--- config.mk ---
export PLATFORM = sky130hd
export DESIGN_NAME = cake_stack_drawer_flat
export DESIGN_NICKNAME = d
export VERILOG_FILES = /design/src/rtl/cake_stack_drawer_if.sv /design/src/rtl/cake_stack_drawer.sv /design/src/flat_wrapper.sv
export SDC_FILE = /design/constraint.sdc
export NUM_CORES = 1
export LEC_CHECK = 0
export BUFFER_PORTS_ARGS = -buffer_cell sky130_fd_sc_hd__buf_2
export CAP_MARGIN = 20
export CORE_MARGIN = 2
export CORE_UTILIZATION = 55
export DETAILED_ROUTE_END_ITERATION = 6
export GPL_TIMING_DRIVEN = 1
export PLACE_DENSITY = 0.75
export SLEW_MARGIN = 25
export SYNTH_ARGS = -nofsm -noshare
export SYNTH_HDL_FRONTEND = slang
export SYNTH_SLANG_ARGS = --single-unit
--- constraint.sdc ---
create_clock -name clk -period 2.6 [get_ports clk]
set_input_delay 0.52 -clock clk [delete_from_list [all_inputs] [get_ports clk]]
set_output_delay 0.52 -clock clk [all_outputs]
set_load 0.01 [all_outputs]
--- src/rtl/cake_stack_drawer_if.sv ---
// Pixel draw bus between the stack drawer and the VGA plotting datapath.
// The drawer is the master: it offers a pixel, the plotter answers with draw_ready.
interface cake_stack_drawer_if;
    logic       draw_valid;
    logic       draw_ready;
    logic [7:0] draw_x;
    logic [6:0] draw_y;
    logic [2:0] draw_clr;

    modport master (
        output draw_valid, draw_x, draw_y, draw_clr,
        input  draw_ready
    );

    modport slave (
        input  draw_valid, draw_x, draw_y, draw_clr,
        output draw_ready
    );
endinterface

--- src/rtl/cake_stack_drawer.sv ---
// Catch-colour log plus playback engine that draws the caught cakes as a stacked column.
// Optional macro STACK_FROSTING_EN: top row of every layer is drawn white (3'b111).
module cake_stack_drawer #(
    parameter int         DEPTH   = 16,
    parameter int         BLOCK_W = 8,
    parameter int         BLOCK_H = 2,
    parameter logic [7:0] BASE_X  = 8'd4,
    parameter logic [6:0] BASE_Y  = 7'd116
) (
    input  logic                       clk,
    input  logic                       reset,
    input  logic                       log_we,
    input  logic [2:0]                 log_clr,
    input  logic                       clear,
    input  logic                       start,
    cake_stack_drawer_if.master        draw,
    output logic                       busy,
    output logic                       done,
    output logic [4:0]                 count,
    output logic                       log_full
);
    localparam int AW = (DEPTH   > 1) ? $clog2(DEPTH)   : 1;
    localparam int CW = (BLOCK_W > 1) ? $clog2(BLOCK_W) : 1;
    localparam int RW = (BLOCK_H > 1) ? $clog2(BLOCK_H) : 1;

    typedef enum logic [1:0] {IDLE, FETCH, DRAW, FINISH} state_t;

    state_t        state, state_next;
    logic [2:0]    mem [DEPTH];
    logic [AW-1:0] wr_ptr;
    logic [4:0]    n_snap;
    logic [4:0]    layer;
    logic [CW-1:0] col;
    logic [RW-1:0] row;
    logic [2:0]    blk_clr;
    logic [2:0]    pix_clr;
    logic [6:0]    y_off;
    logic          clr_en, wr_en, fire;
    logic          col_last, row_last, layer_last;

    // clear is honoured only when idle and then beats a simultaneous write
    assign clr_en     = clear && (state == IDLE);
    assign wr_en      = log_we && !log_full && (log_clr != 3'b000) && !clr_en;
    assign log_full   = (count == 5'(DEPTH));
    assign fire       = (state == DRAW) && draw.draw_ready;
    assign col_last   = (col == CW'(BLOCK_W - 1));
    assign row_last   = (row == RW'(BLOCK_H - 1));
    assign layer_last = ((layer + 5'd1) == n_snap);

    always_ff @(posedge clk) begin
        if (reset) begin
            wr_ptr <= '0;
            count  <= '0;
        end else if (clr_en) begin
            wr_ptr <= '0;
            count  <= '0;
        end else if (wr_en) begin
            wr_ptr <= wr_ptr + 1'b1;
            count  <= count + 5'd1;
        end
    end

    // NOTE: the colour array is deliberately left out of reset so it maps onto plain RAM.
    always_ff @(posedge clk) begin
        if (wr_en) begin
            mem[wr_ptr] <= log_clr;
        end
        if (state == FETCH) begin
            blk_clr <= mem[layer[AW-1:0]];
        end
    end

    always_ff @(posedge clk) begin
        if (reset) begin
            state <= IDLE;
        end else begin
            state <= state_next;
        end
    end

    // NOTE: every combinational output gets a default first so no latch is inferred.
    always_comb begin
        state_next = state;
        unique case (state)
            IDLE: begin
                if (start) begin
                    state_next = (count == 5'd0) ? FINISH : FETCH;
                end
            end
            FETCH:  state_next = DRAW;
            DRAW: begin
                if (fire && col_last && row_last) begin
                    state_next = layer_last ? FINISH : FETCH;
                end
            end
            FINISH: state_next = IDLE;
            default: state_next = IDLE;
        endcase
    end

    always_ff @(posedge clk) begin
        if (reset) begin
            n_snap <= '0;
            layer  <= '0;
            col    <= '0;
            row    <= '0;
            busy   <= 1'b0;
            done   <= 1'b0;
        end else begin
            busy <= (state_next != IDLE);
            done <= (state == FINISH);
            if (state == IDLE && start) begin
                n_snap <= count;
                layer  <= '0;
            end
            if (state == FETCH) begin
                col <= '0;
                row <= '0;
            end
            if (fire) begin
                if (!col_last) begin
                    col <= col + 1'b1;
                end else begin
                    col <= '0;
                    if (!row_last) begin
                        row <= row + 1'b1;
                    end else begin
                        row   <= '0;
                        layer <= layer + 5'd1;
                    end
                end
            end
        end
    end

    // layers grow upward, so y counts down from the base row and wraps at 7 bits
    assign y_off = 7'(32'(layer) * BLOCK_H + 32'(row));

`ifdef STACK_FROSTING_EN
    assign pix_clr = row_last ? 3'b111 : blk_clr;
`else
    assign pix_clr = blk_clr;
`endif

    assign draw.draw_valid = (state == DRAW);
    assign draw.draw_x     = draw.draw_valid ? (BASE_X + 8'(col)) : 8'd0;
    assign draw.draw_y     = draw.draw_valid ? (BASE_Y - y_off)   : 7'd0;
    assign draw.draw_clr   = draw.draw_valid ? pix_clr            : 3'd0;
endmodule
--- src/flat_wrapper.sv ---
// flat-port wrapper written by rule: the top's interface ports become plain ports
module cake_stack_drawer_flat 
#(
    parameter int         DEPTH   = 16,
    parameter int         BLOCK_W = 8,
    parameter int         BLOCK_H = 2,
    parameter logic [7:0] BASE_X  = 8'd4,
    parameter logic [6:0] BASE_Y  = 7'd116
)
  (clk, reset, log_we, log_clr, clear, start, busy, done, count, log_full, draw_draw_valid, draw_draw_x, draw_draw_y, draw_draw_clr, draw_draw_ready);
  cake_stack_drawer_if draw_i ();
  input  logic clk;
  input  logic reset;
  input  logic log_we;
  input  logic [2:0] log_clr;
  input  logic clear;
  input  logic start;
  output logic busy;
  output logic done;
  output logic [4:0] count;
  output logic log_full;
  output wire logic [$bits(draw_i.draw_valid)-1:0] draw_draw_valid;
  output wire logic [$bits(draw_i.draw_x)-1:0] draw_draw_x;
  output wire logic [$bits(draw_i.draw_y)-1:0] draw_draw_y;
  output wire logic [$bits(draw_i.draw_clr)-1:0] draw_draw_clr;
  input wire logic [$bits(draw_i.draw_ready)-1:0] draw_draw_ready;
  assign draw_draw_valid = draw_i.draw_valid;
  assign draw_draw_x = draw_i.draw_x;
  assign draw_draw_y = draw_i.draw_y;
  assign draw_draw_clr = draw_i.draw_clr;
  assign draw_i.draw_ready = draw_draw_ready;
  cake_stack_drawer #(.DEPTH(DEPTH), .BLOCK_W(BLOCK_W), .BLOCK_H(BLOCK_H), .BASE_X(BASE_X), .BASE_Y(BASE_Y)) u_core (.clk(clk), .reset(reset), .log_we(log_we), .log_clr(log_clr), .clear(clear), .start(start), .draw(draw_i), .busy(busy), .done(done), .count(count), .log_full(log_full));
endmodule
==> results of run 1 <==
==> flip-flops by register name, summed over array words and instances, names as in the netlist <==
register,cells
u_core.count,5
u_core.state,2
u_core.col,3
u_core.layer,5
u_core.done,1
u_core.wr_ptr,4
u_core.blk_clr,3
u_core.row,1
u_core.mem,48
u_core.n_snap,5
u_core.busy,1
==> through the flow <==
| stage | worst slack (ns) | instances | instance area, um^2 |
|---|---|---|---|
| 3_3_place_gp | 0.452 | 397 | 3910 |
| 6_report | 0.191 | 413 | 4100 |
| 2_1_floorplan | 0.502 | 300 | 3720 |
| 3_5_place_dp | 0.369 | 397 | 3910 |
| 4_1_cts | 0.112 | 413 | 4100 |
| 5_1_grt | 0.0602 | 413 | 4100 |
==> how the worst max path moves through the flow <==
| stage | end | slack, ns | cells after the start |
|---|---|---|---|
| 6_report | draw_draw_y[5] | 0.19 | 9 |
| 5_1_grt | draw_draw_y[5] | 0.06 | 9 |
| 4_1_cts | draw_draw_y[5] | 0.11 | 9 |
| 3_5_place_dp | u_core.mem[2][0] | 0.37 | 5 |
| 3_3_place_gp | u_core.mem[2][0] | 0.45 | 5 |
| 2_1_floorplan | draw_draw_y[5] | 0.50 | 10 |
==> cells in the mapped netlist (all sizes together) (7+ instances only) <==
| master | count | share of area, % |
|---|---|---|
| edfxtp | 51 | 41 |
| and2 | 9 | 1.5 |
| nor2 | 40 | 4.0 |
| dfxtp | 27 | 15 |
| nor3 | 9 | 1.2 |
| xor2 | 11 | 2.6 |
| mux4 | 12 | 8.5 |
| nand3 | 7 | 1.1 |
| ha | 15 | 5.1 |
| inv | 13 | 1.3 |
| nand2 | 18 | 1.8 |
| buf | 13 | 2.8 |
| a22oi | 9 | 1.8 |
==> per-layer routing <==
layer	wire length [um]	track usage (%)	up-vias
met2	3400	32.6	70
li1	-	-	1150
met5	0	0	-
met3	255	3.24	12
met4	133	10.1	0
met1	3160	27.2	1123
==> cell families (layout without fill, tap and decap cells) <==
family	after synthesis	after routing	share of synthesized area, %
compound gates	36	36	7.34
xor+xnor	15	15	3.54
fa+ha+maj	15	15	5.05
other cells	1	4	0.101
flops	78	78	55.8
buf+inv	32	68	4.72
mux	17	17	9.84
simple gates	103	103	13.6
==> cell type report <==
cell class,instances,area [um^2]
clock inverters,6,62.6
flip-flops and latches,78,2070
repair buffers,39,215
fillers,491,2320
multi-input cells,190,1480
inverters,13,48.8
clock buffers,10,128
well taps,77,96.3
==> placed cells by master (no fill, tap or decap), types with 3 or more instances in the layout <==
| cell | synthesis | routed |
|---|---|---|
| a22oi_1 | 9 | 9 |
| nor3_1 | 9 | 9 |
| a21oi_1 | 6 | 6 |
| nand2_1 | 18 | 18 |
| a31oi_1 | 4 | 4 |
| nand3_1 | 6 | 6 |
| inv_1 | 12 | 12 |
| xor2_1 | 11 | 11 |
| xnor2_1 | 4 | 4 |
| mux4_1 | 12 | 12 |
| nor2_1 | 40 | 40 |
| buf_4 | 5 | 8 |
| nand4_1 | 3 | 3 |
| nor2b_1 | 3 | 3 |
| dfxtp_1 | 27 | 26 |
| buf_2 | 3 | 31 |
| ha_1 | 15 | 15 |
| nand2b_1 | 4 | 4 |
| edfxtp_1 | 51 | 51 |
| mux2i_1 | 5 | 5 |
| o21ai_0 | 4 | 4 |
| and2_1 | 9 | 9 |
| conb_1 | 1 | 4 |
| clkbuf_8 | 0 | 9 |
==> power by group <==
part | switching [mW] | internal (mW) | total, mW
sequential | 0.0237 | 1.34 | 1.37
combinational | 0.125 | 0.0813 | 0.206
clock | 0.425 | 0.440 | 0.865
==> worst reg2reg max path, stage by stage, from the launching register on <==
cell and delay [ns]:
dfxtp_1 0.44, inv_1 0.07, ha_1 0.20, nand4bb_1 0.20, and3_1 0.38, nand2_1 0.17
nor3_1 0.39
==> reports/qor.yml, run 1 <==
floorplanning:
  start_util_pct: 57.8
  die_h_um: 86.2
  fp.coreArea_um2: 6420
  die_area_um2: 7430
  ioPinCount: 36
  die_x_um: 86.2
  num_rows: 29
run:
  max-cap-violations: 0
timing:
  fin_worst_skew_ns: 0.00807
  finalCriticalPeriod_ns: 2.41
  tightest_slew_ns: 0.616
  min_period_over_period_pct: 92.7
  slew_viol_final: 0
  max_clock_freq_mhz: 415
  slew-limit-headroom_pct: 58.8
  whs_ns: 0.510
  grt_setup_unrepaired: "false"
  hold_viol: 0
  setup_tns_ns: 0
  setup_viol_count_final: 0
power_and_ir_drop:
  power_density_nw_per_um2: 594
  p_leak_nw: 1.58
  total_power_mw: 2.44
  ir_drop_mv: 0.387
drt:
  viasPerCell: 5.70
  wl_um: 6940
  via_count: 2355
  wl_per_cell_um: 16.8
  drt_iter0_drc: 174
  drtPass1Iterations: 4
  postRouteAntennaNets: 0
  drc_errors: 0
clock_network:
  cts.clk_slew.worst_paths_ns: 0.08
  cts.root.buffer_cell: "clkbuf_8"
  ctsHoldBuffers: 0
  postCtsSetupBuffers: 0
  cts_buffers: 9
  cts_sinks: 78
  cts_resized: 0
  cts_htree_levels: 3
  clock_latency_ns: 0.34
  clock_path_buffers: 2
  cts_tree: "yes"
final_layout:
  post-route-util_pct: 63.9
  finalNetCount: 355
  synthToLayoutAreaGrowth_pct: 10.4
  antenna_cells: 0
  drive_gt1_share_pct: 17.9
worst_setup_path:
  path_delay_family: "flip-flops"
  path_cells: "inv_1 -> ha_1 -> inv_1 -> ha_1 -> inv_1 -> a211oi_1 -> xor2_1 -> nor2_1 -> buf_2"
  critPathLaunchType: "flop"
  r2r_start: "u_core.count[0]"
  slowest_delay_ns: 0.37
  crit_slowest_cell: "dfxtp_2"
  path_class: "flop to output port"
  critPathMostFrequentCell: "inv_1"
  cp-startpoint: "u_core.row"
  cp_data_arrival_time_ns: 1.89
  critPathMaxFanout: 5
  cp.required_ns: 2.08
  r2r_cells: 6
  r2r_end: "u_core.mem[2][1]"
  endpoint_kind: "output port"
  reg2reg_slack_ns: 0.41
  crit_buf_inv: 4
global_routing:
  overflow: 0
  grt_pass1_wl_um: 11200
  grt_pass1_vias: 2272
  antenna_found_initial: 0
  grt_max_degree: 22
  grt_use_total_pct: 20.3
min_path:
  hold_start: "start"
  hold_path_class: "input pin to flop"
  hold-path-endpoint: "u_core.busy"
  hold_path_depth: 3
run_status:
  status: "complete, no violations"
logic_synthesis:
  syn_inst: 297
  syn-cell-area_um2: 3710
  yosysWarnings: 0
  ys.flop_type: "edfxtp_1"
  yosysSeqAreaShare_pct: 55.8
  async_reset_ff_share_pct: 0
  syn_avg_cell_area_um2: 12.5
  synth_edf_count: 51
  ys_types: 48
  ys_ff_latch: 78
place:
  hpwl_um: 5000
  routabilityCongestion: 0.814
  portBuffers: 31
Power figures use the tool's default switching activity.
==> run 2, diff against run 1 <==
- PLACE_DENSITY: 0.75 -> not set
- PLACE_DENSITY_LB_ADDON: not set -> 0.08
- SKIP_CTS_REPAIR_TIMING: not set -> 1
==> run 2 against run 1 <==
  * Via count down 1.2%
  * Hold slack worse by 0.014 ns
  * Clock-buffer cell count up 1
  * Clock skew down 0.0012 ns
  * Non-clock buffer count up 1
  * Register-to-register slack about the same
  * First-iteration DRC count down 46%
  * Critical endpoint unchanged
  * Largest power group unchanged
  * Highest routed layer unchanged
==> reports/qor.yml, run 2 (synthesized netlist as in run 1, its figures left out) <==
timing:
  max_clock_freq_mhz: 416  # was 415 MHz
  setup_viol_count_final: 0  # unchanged
  setup_tns_ns: 0  # unchanged
  min_period_over_period_pct: 92.5  # was 92.7%
  hold_viol: 0  # unchanged
  tightest_slew_ns: 0.565  # was 0.616 ns
  slew-limit-headroom_pct: 61.8  # was 58.8%
  grt_setup_unrepaired: "false"  # unchanged
  fin_worst_skew_ns: 0.00686  # was 0.00807 ns
  finalCriticalPeriod_ns: 2.40  # was 2.41 ns
  whs_ns: 0.496  # was 0.510 ns
  slew_viol_final: 0  # unchanged
worst_setup_path:
  cp.required_ns: 2.08  # about the same
  critPathMostFrequentCell: "inv_1"  # unchanged
  crit_buf_inv: 4  # unchanged
  path_class: "flop to output port"  # unchanged
  cp_data_arrival_time_ns: 1.88  # was 1.89 ns
  critPathMaxFanout: 5  # unchanged
  slowest_delay_ns: 0.37  # about the same
  path_cells: "inv_1 -> ha_1 -> inv_1 -> ha_1 -> inv_1 -> a211oi_1 -> xor2_1 -> nor2_1 -> buf_2"  # unchanged
  path_delay_family: "flip-flops"  # unchanged
  endpoint_kind: "output port"  # unchanged
  critPathLaunchType: "flop"  # unchanged
  crit_slowest_cell: "dfxtp_2"  # unchanged
drt:
  wl_um: 6880  # was 6940 um
  postRouteAntennaNets: 0  # unchanged
  viasPerCell: 5.63  # was 5.70
  drt_iter0_drc: 94  # was 174
  drc_errors: 0  # unchanged
  via_count: 2326  # was 2355
  wl_per_cell_um: 16.6  # was 16.8 um
  drtPass1Iterations: 4  # unchanged
global_routing:
  overflow: 0  # unchanged
  grt_pass1_vias: 2236  # was 2272
  antenna_found_initial: 0  # unchanged
  grt_max_degree: 22  # unchanged
  grt_use_total_pct: 20.3  # about the same
  grt_pass1_wl_um: 11200  # about the same
clock_network:
  cts_buffers: 9  # unchanged
  cts_sinks: 78  # unchanged
  cts.clk_slew.worst_paths_ns: 0.07  # was 0.08 ns
  clock_latency_ns: 0.34  # about the same
  cts_htree_levels: 3  # unchanged
  clock_path_buffers: 2  # unchanged
  cts.root.buffer_cell: "clkbuf_8"  # unchanged
  cts_tree: "yes"  # unchanged
place:
  hpwl_um: 4890  # was 5000 um
  routabilityCongestion: 0.759  # was 0.814
  portBuffers: 31  # unchanged
power_and_ir_drop:
  ir_drop_mv: 0.402  # was 0.387 mV
  power_density_nw_per_um2: 593  # was 594 nW/um^2
  p_leak_nw: 1.59  # was 1.58 nW
run_status:
  status: "complete, no violations"  # unchanged
final_layout:
  post-route-util_pct: 63.8  # was 63.9%
  finalNetCount: 356  # was 355
  drive_gt1_share_pct: 17.6  # was 17.9%
  largest_register_ffs: 48  # unchanged
  antenna_cells: 0  # unchanged
  layout_commonest_cell: "edfxtp_1"  # unchanged
  synthToLayoutAreaGrowth_pct: 10.3  # was 10.4%
  regMostFlops: "u_core.mem"  # unchanged
  layout_common_cells: "edfxtp_1, nor2_1, buf_2, dfxtp_1, nand2_1"  # unchanged
floorplanning:
  die_h_um: 86.2  # unchanged
  die_x_um: 86.2  # unchanged
  ioPinCount: 36  # unchanged
  die_area_um2: 7430  # unchanged
  start_util_pct: 57.8  # unchanged
  fp.coreArea_um2: 6420  # unchanged
  num_rows: 29  # unchanged
run:
  max-cap-violations: 0  # unchanged
min_path:
  hold_path_class: "input pin to flop"  # unchanged
==> run 2: cell types whose count changed in the layout (fill, tap and decap cells not counted) <==
| cell | change |
|---|---|
| buf_4 | +1 |
| clkbuf_1 | +1 |
| clkinv_4 | -1 |
| clkinvlp_4 | -2 |
| inv_6 | +1 |
==> run 2: stage by stage <==
step	power [mW]	cell area, um^2	worst slack (ns)	instances
2_1_floorplan	1.53	3720	0.502	300
3_3_place_gp	1.60	3920	0.479	398
3_5_place_dp	1.61	3920	0.464	398
4_1_cts	2.44	4100	0.114	413
5_1_grt	2.51	4100	0.0551	413
6_report	2.43	4100	0.196	413
==> run 2: worst reg2reg max path, delay by kind of cell, from the launching register on <==
family / cells / cell delay, ns
and+or+nand+nor: 4 / 1.08
DFF: 1 / 0.46
adders and majority gates: 1 / 0.22
buffers and inverters: 1 / 0.08
==> run 2: path summary, 6_finish.rpt <==
kind / endpoint / cells after the start / from / slack [ns]
setup / recovery: draw_draw_y[5] / 9 / u_core.row / 0.20
hold / removal: u_core.busy / 3 / start / 0.50
setup reg to reg: u_core.mem[0][2] / 6 / u_core.count[0] / 0.42
hold reg to reg: u_core.n_snap[4] / 2 / u_core.n_snap[4] / 0.52
==> run 2: area by class of cell <==
class	instances	area [um^2]
clock inverters	4	47.5
clock buffers	11	131
well taps	77	96.3
fillers	513	2320
repair buffers	40	223
inverters	13	48.8
flip-flops and latches	78	2070
multi-input cells	190	1480
==> run 2: metal layers <==
layer  up-vias  share of wire, %  track usage (%)
met5         -                 0                0
met2        57                49             33.7
met3         9               4.2             5.43
li1       1153                 -                -
met4         0               1.5             6.68
met1      1107                46             26.1
==> run 2: power by group <==
group          internal [mW]  switching (mW)
registers               1.34          0.0163
clock network          0.438           0.416
logic                 0.0852           0.132
==> run 3, diff against run 2 <==
- MAX_ROUTING_LAYER: not set -> met4
==> run 3 against run 2 <==
  * Flip-flop and latch count did not move
  * Combinational power barely moved
  * Clock power barely moved
  * Power barely moved
  * Cell area did not move
  * Global-route usage rose by 0.61 points
  * Critical endpoint unchanged
==> reports/qor.yml, run 3 (synthesized netlist as in run 1, its figures left out) <==
run_status:
  status: "complete, no violations"  # unchanged
final_layout:
  regMostFlops: "u_core.mem"  # unchanged
  synthToLayoutAreaGrowth_pct: 10.3  # unchanged
  drive_gt1_share_pct: 17.6  # unchanged
  layout.cells.non_filler: 413  # unchanged
  finalNetCount: 356  # unchanged
  post-route-util_pct: 63.8  # unchanged
  layout_commonest_cell: "edfxtp_1"  # unchanged
  antenna_cells: 0  # unchanged
  layout_common_cells: "edfxtp_1, nor2_1, buf_2, dfxtp_1, nand2_1"  # unchanged
  largest_register_ffs: 48  # unchanged
worst_setup_path:
  crit_slowest_cell: "dfxtp_2"  # unchanged
  endpoint_kind: "output port"  # unchanged
  crit_buf_inv: 4  # unchanged
  critPathMostFrequentCell: "inv_1"  # unchanged
  r2r_end: "u_core.mem[0][2]"  # unchanged
  r2r_start: "u_core.count[0]"  # unchanged
  path_class: "flop to output port"  # unchanged
  critPathMaxFanout: 5  # unchanged
  slowest_delay_ns: 0.37  # about the same
  cp.required_ns: 2.08  # about the same
  path_cells: "inv_1 -> ha_1 -> inv_1 -> ha_1 -> inv_1 -> a211oi_1 -> xor2_1 -> nor2_1 -> buf_2"  # unchanged
  path_delay_family: "flip-flops"  # unchanged
  r2r_cells: 6  # unchanged
  cp_data_arrival_time_ns: 1.88  # about the same
  critPathLaunchType: "flop"  # unchanged
  cp-startpoint: "u_core.row"  # unchanged
  reg2reg_slack_ns: 0.42  # about the same
global_routing:
  grt_pass1_vias: 2238  # was 2236
  grt_use_total_pct: 20.9  # was 20.3%
  overflow: 0  # unchanged
  grt_pass1_wl_um: 11200  # about the same
  grt_max_degree: 22  # unchanged
  antenna_found_initial: 0  # unchanged
floorplanning:
  die_area_um2: 7430  # unchanged
  ioPinCount: 36  # unchanged
  fp.coreArea_um2: 6420  # unchanged
  die_h_um: 86.2  # unchanged
  start_util_pct: 57.8  # unchanged
  num_rows: 29  # unchanged
  die_x_um: 86.2  # unchanged
clock_network:
  cts.root.buffer_cell: "clkbuf_8"  # unchanged
  cts_buffers: 9  # unchanged
  cts_tree: "yes"  # unchanged
  clock_path_buffers: 2  # unchanged
  cts_sinks: 78  # unchanged
  clock_latency_ns: 0.34  # about the same
  cts_htree_levels: 3  # unchanged
  cts.clk_slew.worst_paths_ns: 0.07  # about the same
timing:
  hold_viol: 0  # unchanged
  setup_tns_ns: 0  # unchanged
  min_period_over_period_pct: 92.4  # was 92.5%
  grt_setup_unrepaired: "false"  # unchanged
  slew-limit-headroom_pct: 61.8  # unchanged
  finalCriticalPeriod_ns: 2.40  # about the same
  tightest_slew_ns: 0.565  # unchanged
  max_clock_freq_mhz: 416  # about the same
  slew_viol_final: 0  # unchanged
  whs_ns: 0.496  # about the same
  setup_viol_count_final: 0  # unchanged
  fin_worst_skew_ns: 0.00760  # was 0.00686 ns
drt:
  wl_per_cell_um: 16.7  # was 16.6 um
  postRouteAntennaNets: 0  # unchanged
  highest_layer: "met4"  # unchanged
  wl_um: 6890  # was 6880 um
  dr_wl_met2_um: 3380  # was 3340 um
  via_count: 2342  # was 2326
  drc_errors: 0  # unchanged
  drtPass1Iterations: 4  # unchanged
  wl_met3_um: 309  # was 288 um
  viasPerCell: 5.67  # was 5.63
  drt_iter0_drc: 100  # was 94
  wl_met1_um: 3100  # was 3140 um
min_path:
  hold-path-endpoint: "u_core.busy"  # unchanged
  hold_start: "start"  # unchanged
  hold_path_depth: 3  # unchanged
  hold_path_class: "input pin to flop"  # unchanged
place:
  routabilityCongestion: 0.769  # was 0.759
  hpwl_um: 4890  # unchanged
  portBuffers: 31  # unchanged
  dp_cells: 398  # unchanged
power_and_ir_drop:
  ir_drop_mv: 0.402  # about the same
  power_density_nw_per_um2: 593  # about the same
  p_leak_nw: 1.59  # unchanged
run:
  max-cap-violations: 0  # unchanged
run 3: cell counts in the layout (fill, tap and decap cells not counted):
No cell type changed its count.
run 3: final cells by class:
class,instances,area (um^2)
Tap cell,77,96.3
Clock inverter,4,47.5
Fill cell,513,2320
Timing Repair Buffer,40,223
Sequential cell,78,2070
Clock buffer,11,131
Multi-Input combinational cell,190,1480
Inverter,13,48.8
run 3: routing by layer:
| layer | vias up | GRT usage, % |
|---|---|---|
| met3 | 9 | 5.43 |
| met4 | 0 | 6.68 |
| met2 | 64 | 33.7 |
| li1 | 1156 | - |
| met1 | 1113 | 26.1 |
| met5 | - | - |
run 3: how the worst max path moves through the flow:
| stage | to | cells after the start |
|---|---|---|
| 2_1_floorplan | draw_draw_y[5] | 10 |
| 3_3_place_gp | u_core.mem[12][1] | 5 |
| 3_5_place_dp | u_core.mem[0][0] | 5 |
| 4_1_cts | draw_draw_y[5] | 9 |
| 5_1_grt | draw_draw_y[5] | 9 |
| 6_report | draw_draw_y[5] | 9 |
run 3: report_power, final:
| group | internal, mW | total (mW) | switching (mW) |
|---|---|---|---|
| clock network | 0.438 | 0.853 | 0.415 |
| registers | 1.34 | 1.36 | 0.0163 |
| logic | 0.0852 | 0.218 | 0.132 |
run 3: stage by stage:
| step | cell area (um^2) | power, mW | setup slack, ns |
|---|---|---|---|
| after floorplan | 3720 | 1.53 | 0.502 |
| after global placement | 3920 | 1.60 | 0.479 |
| after detailed placement | 3920 | 1.61 | 0.464 |
| after CTS | 4100 | 2.44 | 0.114 |
| after global routing | 4100 | 2.51 | 0.0551 |
| final | 4100 | 2.43 | 0.198 |
run 3: tightest hold or removal path, cell delays in order:
cell and delay (ns):
buf_2 0.08, nor3_1 0.04, a211oi_1 0.15
